`config.mk`:
```
export PLATFORM = sky130hd
export DESIGN_NAME = external_device_dma
export DESIGN_NICKNAME = d
export VERILOG_FILES = /design/src/rtl/external_device_pkg.sv /design/src/rtl/ext_lfsr16.sv /design/src/rtl/external_device_dma.sv
export SDC_FILE = /design/constraint.sdc
export NUM_CORES = 1
export LEC_CHECK = 0
export BUFFER_PORTS_ARGS = -buffer_cell sky130_fd_sc_hd__buf_2
export CAP_MARGIN = 20
export CORE_ASPECT_RATIO = 0.5
export CORE_MARGIN = 1
export CORE_UTILIZATION = 45
export CTS_CLUSTER_DIAMETER = 150
export DETAILED_ROUTE_END_ITERATION = 12
export GPL_ROUTABILITY_DRIVEN = 1
export PLACE_DENSITY = 0.63
export REMOVE_ABC_BUFFERS = 1
export SYNTH_ARGS = -nofsm -noshare
export SYNTH_HDL_FRONTEND = slang
export SYNTH_HIERARCHICAL = 1
export SYNTH_SLANG_ARGS = --single-unit
export TNS_END_PERCENT = 10
```
`constraint.sdc`:
```
create_clock -name clk -period 3 [get_ports clk]
set_clock_uncertainty 0.05 [all_clocks]
set_input_delay 0.15 -clock clk [delete_from_list [all_inputs] [get_ports clk]]
set_output_delay 0.15 -clock clk [all_outputs]
set_load 0.05 [all_outputs]
```
`src/rtl/external_device_pkg.sv`:
```
// Shared definitions for the external device DMA: FSM state encoding and
// the 16-bit Galois LFSR used to fill the storage.
package external_device_pkg;

    typedef enum logic [1:0] {
        ST_REFILL,
        ST_IDLE,
        ST_FIRE,
        ST_XFER
    } state_t;

    localparam int LFSR_W = 16;
    localparam logic [LFSR_W-1:0] LFSR_MASK = 16'hB400;

    function automatic logic [LFSR_W-1:0] lfsr_next(input logic [LFSR_W-1:0] v);
        return (v >> 1) ^ (v[0] ? LFSR_MASK : '0);
    endfunction

endpackage

```
`src/rtl/ext_lfsr16.sv`:
```
// 16-bit Galois LFSR; loads the seed on reset and advances once per step.
module ext_lfsr16
    import external_device_pkg::*;
(
    input  logic              clk,
    input  logic              reset,
    input  logic              step,
    input  logic [LFSR_W-1:0] seed,
    output logic [LFSR_W-1:0] value
);

    always_ff @(posedge clk) begin
        if (reset) begin
            value <= seed;
        end else if (step) begin
            value <= lfsr_next(value);
        end
    end

endmodule

```
`src/rtl/external_device_dma.sv`:
```
// External device model: refills its block storage from an LFSR, raises a
// periodic interrupt, and serves registered block reads to a CPU/DMA master.
module external_device_dma
    import external_device_pkg::*;
#(
    parameter int          WORD_SIZE     = 16,
    parameter int          BLOCK_WORDS   = 4,
    parameter int          NUM_BLOCKS    = 3,
    parameter int          FIRE_INTERVAL = 20,
    parameter int          IRQ_HOLD      = 5,
    parameter logic [15:0] LFSR_SEED     = 16'hACE1,
    localparam int         OFS_W  = ($clog2(NUM_BLOCKS + 1) > 1) ? $clog2(NUM_BLOCKS + 1) : 1,
    localparam int         DATA_W = BLOCK_WORDS * WORD_SIZE
) (
    input  logic              clk,
    input  logic              reset,
    input  logic [OFS_W-1:0]  offset,
    input  logic              rd_en,
    output logic [DATA_W-1:0] data,
    output logic              data_valid,
    output logic              rd_err,
    output logic              interrupt,
    input  logic              int_ack,
    input  logic              xfer_done,
    output logic              busy,
    output logic [7:0]        missed_count
);

    localparam int WRD_W   = (BLOCK_WORDS > 1) ? $clog2(BLOCK_WORDS) : 1;
    localparam int BLK_W   = (NUM_BLOCKS > 1) ? $clog2(NUM_BLOCKS) : 1;
    localparam int CNT_MAX = (FIRE_INTERVAL > IRQ_HOLD) ? FIRE_INTERVAL : IRQ_HOLD;
    localparam int CNT_W   = $clog2(CNT_MAX + 1);

    state_t            state, next_state;
    logic [CNT_W-1:0]  cnt;
    logic [BLK_W-1:0]  blk;
    logic [WRD_W-1:0]  wrd;
    logic [LFSR_W-1:0] lfsr_value;
    logic [DATA_W-1:0] storage [NUM_BLOCKS];
    logic              refill_last, idle_last, hold_last, rd_ok;

    ext_lfsr16 u_lfsr (
        .clk   (clk),
        .reset (reset),
        .step  (state == ST_REFILL),
        .seed  (LFSR_SEED),
        .value (lfsr_value)
    );

    assign refill_last = (blk == BLK_W'(NUM_BLOCKS - 1)) && (wrd == WRD_W'(BLOCK_WORDS - 1));
    assign idle_last   = (cnt == CNT_W'(FIRE_INTERVAL - 1));
    assign hold_last   = (cnt == CNT_W'(IRQ_HOLD - 1));
    assign rd_ok       = (state != ST_REFILL) && (offset < OFS_W'(NUM_BLOCKS));
    assign busy        = (state == ST_REFILL) || (state == ST_XFER);

    always_ff @(posedge clk) begin
        if (reset) begin
            state <= ST_REFILL;
        end else begin
            state <= next_state;
        end
    end

    always_comb begin
        next_state = state;
        case (state)
            ST_REFILL: if (refill_last) next_state = ST_IDLE;
            ST_IDLE:   if (idle_last) next_state = ST_FIRE;
            // acknowledge takes priority over hold expiry
            ST_FIRE: begin
                if (int_ack) begin
                    next_state = ST_XFER;
                end else if (hold_last) begin
                    next_state = ST_IDLE;
                end
            end
            ST_XFER:   if (xfer_done) next_state = ST_REFILL;
            default:   next_state = ST_REFILL;
        endcase
    end

    always_ff @(posedge clk) begin
        if (reset) begin
            cnt          <= '0;
            blk          <= '0;
            wrd          <= '0;
            missed_count <= '0;
            interrupt    <= 1'b0;
        end else begin
            interrupt <= (next_state == ST_FIRE);
            if ((next_state != state) || ((state != ST_IDLE) && (state != ST_FIRE))) begin
                cnt <= '0;
            end else begin
                cnt <= cnt + 1'b1;
            end
            if (state != ST_REFILL || refill_last) begin
                blk <= '0;
                wrd <= '0;
            end else if (wrd == WRD_W'(BLOCK_WORDS - 1)) begin
                wrd <= '0;
                blk <= blk + 1'b1;
            end else begin
                wrd <= wrd + 1'b1;
            end
            if (state == ST_FIRE && !int_ack && hold_last && missed_count != 8'hFF) begin
                missed_count <= missed_count + 8'd1;
            end
        end
    end

    always_ff @(posedge clk) begin
        if (state == ST_REFILL) begin
            storage[blk][wrd * WORD_SIZE +: WORD_SIZE] <= WORD_SIZE'(lfsr_value);
        end
    end

    always_ff @(posedge clk) begin
        if (reset) begin
            data       <= '0;
            data_valid <= 1'b0;
            rd_err     <= 1'b0;
        end else begin
            data_valid <= rd_en && rd_ok;
            rd_err     <= rd_en && !rd_ok;
            if (rd_en && rd_ok) begin
                data <= storage[offset[BLK_W-1:0]];
            end
        end
    end

endmodule

```
# Yosys cells after proc, flatten, opt, wreduce, memory -nomap -nowiden
# Memories as Yosys holds them, arrays and structs flattened. A register that Yosys moved wholly into a read port is not among the register bits.
# Cells that the tools add are included.
# word_totals
register_bits	38
latchBits	0
ramBits	192
mem_bits_ro	0
inputBits	7
output_inout_bits	76
wordCells	58
n_memories	1
# classes
addsub	5
mul	0
n_div	0
order_cmp	1
n_eq_ne	12
shift	2
n_mux	9
bitwise	1
reduce_logical	18
# memory_table
memory	depth	width	read_ports	rd_clocked_by_memory_dff	write_ports	line_no	source
storage	3	64	1	1	1	external_device_dma.sv:39	logic [DATA_W-1:0] storage [NUM_BLOCKS];
# op_table
cell	count
$mux 64	1
$shift 16x34->64 const A	1
$shiftx 16x34->64	1
$neg 6->34	1
$mux 16	1
$xor 15x16->16	1
$eq 2x2->1 const B	5
$mux 2	5
$add 8x1->8 const B	1
$logic_and 1x1->1	8
$ne 8x8->1 const B	1
$pmux 2 s4	1
$add 5x1->5 const B	1
$eq 5x3->1 const B	1
$eq 5x5->1 const B	1
$add 2x1->2 const B	2
$reduce_or 2->1	2
$logic_or 1x1->1	3
$reduce_or 3->1	1
$eq 2x1->1 const B	1
$logic_not 1->1	2
$logic_not 2->1	1
$lt 2x2->1 const B	1
$ne 2x1->1 const B	1
4 further kinds	4

# Longest topological paths before layout
# depth
depth_word	7
mapped_depth	9
ltp_nobuf	6

# By module
# The synthesis kept the hierarchy.
# by_module_without_submodules
module	n_inst	cells_each	area_per_inst_um2	seq_area_each_um2
external_device_dma	1	838	11053.1	7487.2
ext_lfsr16	1	41	757.0	480.5

# Worst setup path before layout
# OpenSTA, ideal clock, no wires.
# synth_timing
path_type	reg2reg
from	register state[1]
to	register cnt[0]
setup_time_ns	0.137
arrival_ns	1.828
setup_slack_ns	0.985
path_stages_with_launch	8
cell_sequence	dfxtp_1 -> inv_1 -> ha_1 -> buf_2 -> and3_1 -> nor2_1 -> o221ai_1 -> nor3_1
# synth_via
elab_chain_cells	6
elab_cells_between_ends	16
cone_classes	eq/ne: 6; mux: 6; reduce/logical: 4
# synth_rtl
item	line_no	source
start, declared	external_device_dma.sv:34	state_t state, next_state;
start signal, assigned	external_device_dma.sv:60	state <= next_state;
$mux 2	external_device_dma.sv:73	end else if (hold_last) begin
$mux 2	external_device_dma.sv:71	if (int_ack) begin
$pmux 2 s4	external_device_dma.sv:66	case (state)
$ne 2x2->1	external_device_dma.sv:91	if ((next_state != state) || ((state != ST_IDLE) && (state != ST_FIRE))) begin
$logic_or 1x1->1 *	external_device_dma.sv:91	
$reduce_or 2->1 (no source line) *	-	
end signal, assigned	external_device_dma.sv:94	cnt <= cnt + 1'b1;
end, declared	external_device_dma.sv:35	logic [CNT_W-1:0] cnt;
# Mark *: on every way between the ends. The rest lies on a longest branch, timed or not.
# A chain may end at the register's enable or synchronous reset.

# Worst setup path in the final report
# layout_timing
from	register state[1]
to	register cnt[3]
# The elaborated chain is that of the path after synthesis.

==> summary.md <==
| Metric | Value |
|---|---|
| Area leader, netlist | edfxtp_1 |
| Slew @ Worst Pin | 775 ps |
| Met3 usage | 3.30% |
| Max-slew violations | 0 |
| Fmax | about 400 MHz |
| Relative slew margins | 48.3% |
| Antenna violations before repair | 1 |
| R2R depth | 6 |
| Hold depth | 4 |
| Clock-pin slew on the worst setup and hold paths | about 70 ps |
| Top post-synthesis cells by area | edfxtp_1, dfxtp_1, mux2i_1, and2_1, o21ai_0 |
| Worst IR Drop VDD | 0.000371 V |
| Pwr Density | between 600 and 700 mW/mm^2 |
| Initial Utilization | a little under half |
| Via density per instance | roughly 5.1 |
| GRT Total Usage | 17.6% |
| Largest net degree at the start of global routing | 105 |
| Total power | 8.60 mW |
| Pre-antenna DRT Iters | 7 |
| Startpoint Class | flip-flop |
| Fin nets | 999 |
| Most frequent cell after synthesis | edfxtp_1 |
| First-pass GRT wire length | 36.2 mm |
| Crit end category | flip-flop |
| H-tree depth | 1 |
| CP Cell Sequence | inv_1, ha_1, nor2b_1, a221oi_1, o221ai_1, nor3_1 |
| Via count | 6827 |
| Leak Pwr | between 5 and 6 nW |
| Period minus WS final | 2440 ps |
| Yosys top cell area share | 52.9% |
| Drt wl/cell | 17.5 um |
| Post-synth EDFFs | 208 |
| Ports | 83 |
| GRT overflow | 0 |
| # rows | between 40 and 50 |
| WS Path Type | reg -> reg |
| ANT nets after route | 0 |
| Post-DP HPWL | 14.0 mm |
| Vias in the first global route | 6643 |
| 1st-iter DRT viols | 491 |
| Worst Path Arrival | 2840 ps |
| Max cap viols | 0 |
| Core area | 0.0255 sq mm |
| Worst path max stage delay | 630 ps |
| CTS Buffer Depth | 3 |
| Area growth from synthesis to layout | 15.3% |
| WL final | 23.5 mm |
| CP Max Fanout | 22 |
| Cts repair resizes | 0 |
| Syn avg cell area | ~13 sq um |
| Fraction of layout cells with a size suffix above 1 | roughly 17% |
| Met1 GRT Util | 23.5% |
| Placed insts | 1292 |
| Synth Instances | 879 |
| Status | finished, final reports clean |
| FF+latch count, synth | 294 |
| Final setup fails | 0 |
| Clock net sink count | roughly 300 |
| Met2 global-route usage | between 30% and 40% |
| Yosys warns | 6 |
| Hold Vio Cnt, Final | 0 |
| PortBufs | 82 |
| Cts hold-fix bufs | 1 |
| Final Wtd Congestion | 0.792 |
| Seq/Total Area, Yosys | 67.5% |
| Post-route clock period utilization | roughly 80% |
| Async set-reset flop share out of synthesis | 0% |
| Yosys cell types | 43 |
| DRC viols | 0 |
| WP data required | 3400 ps |
| Setup Buffers After CTS | 0 |
| Hold Path Class | in -> reg |
| Finished Layout Cells | 1343 |
| Slowest cell on crit path | ha_1 |
| Number of diodes | 0 |
| RSZ-0062 raised after global routing | no |
| Final Cell Area | around 0.014 sq mm |
| CTS tree | yes |
| Clk_lat worst skew | between 500 and 600 ps |
| Top cells by count, synth | edfxtp_1, mux2i_1, dfxtp_1 |
| Main synth FF type | edfxtp_1 |
| Die Ht | roughly 120 um |
| GRT busiest layer | met2 |
| Die ar. | 0.0269 sq mm |
| TritonCTS buffer count | 27 |
| Area of the mapped netlist | between 0.01 and 0.015 sq mm |
| Hold Slack | 26.5 ps |
| Chip width | 231 um |
| Root Buffer | clkbuf_16 |
| Placed cell areas | ~0.013 sq mm |
## worst max-delay path: cells and delay by family (launching register included)
family / cells / cell delay (ps)
AO/OA/AOI/OAI: 2 / 680
AND/OR/NAND/NOR: 2 / 460
flip-flops: 1 / 380
buffers and inverters: 1 / 140
adder cells (fa/ha/maj): 1 / 630
## worst paths after layout
check | from | end | slack (ps)
hold reg to reg | data[17]$_SDFFE_PP0P_ | data[17]$_SDFFE_PP0P_ | 440
setup reg to reg | state[1]$_SDFF_PP0_ | cnt[3]$_SDFF_PP0_ | 560
hold / removal | xfer_done | state[0]$_SDFF_PP0_ | 30
setup / recovery | state[1]$_SDFF_PP0_ | cnt[3]$_SDFF_PP0_ | 560
## per-layer routing
layer  wire, um  part of all wire, %
met4        351                  1.5
met5          0                    0
met3       1050                  4.5
met2      11200                   48
met1      10900                   46
## final cells by class
class	instances	area (sq um)
tap	344	430
clock buffer	38	840
sequential	294	7970
inverter	14	52.6
multi-input combinational	538	3630
fill	2149	11900
clock inverter	12	73.8
timing repair buffer	103	616
## power breakdown
part	internal, mW	switching [mW]	leakage, nW
Combinational	0.184	0.304	2.66
Sequential	4.53	0.107	2.64
Clock	1.96	1.51	0.457
Total	6.68	1.92	5.75
## through the flow
stage          setup TNS [ps]  setup slack [ps]  utilization [%]
2_1_floorplan          -30630              -475                -
3_3_place_gp                0               813             49.8
3_5_place_dp                0               635             49.8
4_1_cts                     0               613             53.4
5_1_grt                     0               384             53.4
6_report                    0               561             53.4
## cells in the final DEF, fill, tap and decap left out, drive strengths merged, types with 12 or more instances in the layout
master and n:
inv 16, nand2 78, nor2 74, o21ai 71
dfxtp 86, clkbuf 38, and2 66, mux2 13
buf 102, mux2i 130, ha 14, conb 16
and3 12, edfxtp 208
## flip-flops by register name (all words and copies together) (netlist names)
signal	count
data	64
data_valid	1
cnt	5
u_lfsr/value	16
state	2
rd_err	1
storage	192
wrd	2
blk	2
interrupt	1
missed_count	8
## kinds of logic (layout without fill, tap and decap cells)
group / Yosys count / count (layout) / synth area share (%)
flip-flops: 294 / 294 / 67.5
other: 2 / 16 / 0.0636
buffers and inverters: 61 / 167 / 2.33
adder cells (fa/ha/maj): 14 / 14 / 1.48
AND/OR/NAND/NOR: 265 / 265 / 11.0
XOR/XNOR: 7 / 7 / 0.519
AO/OA/AOI/OAI: 93 / 93 / 4.45
multiplexers: 143 / 143 / 12.7
Power figures use the tool's default switching activity.
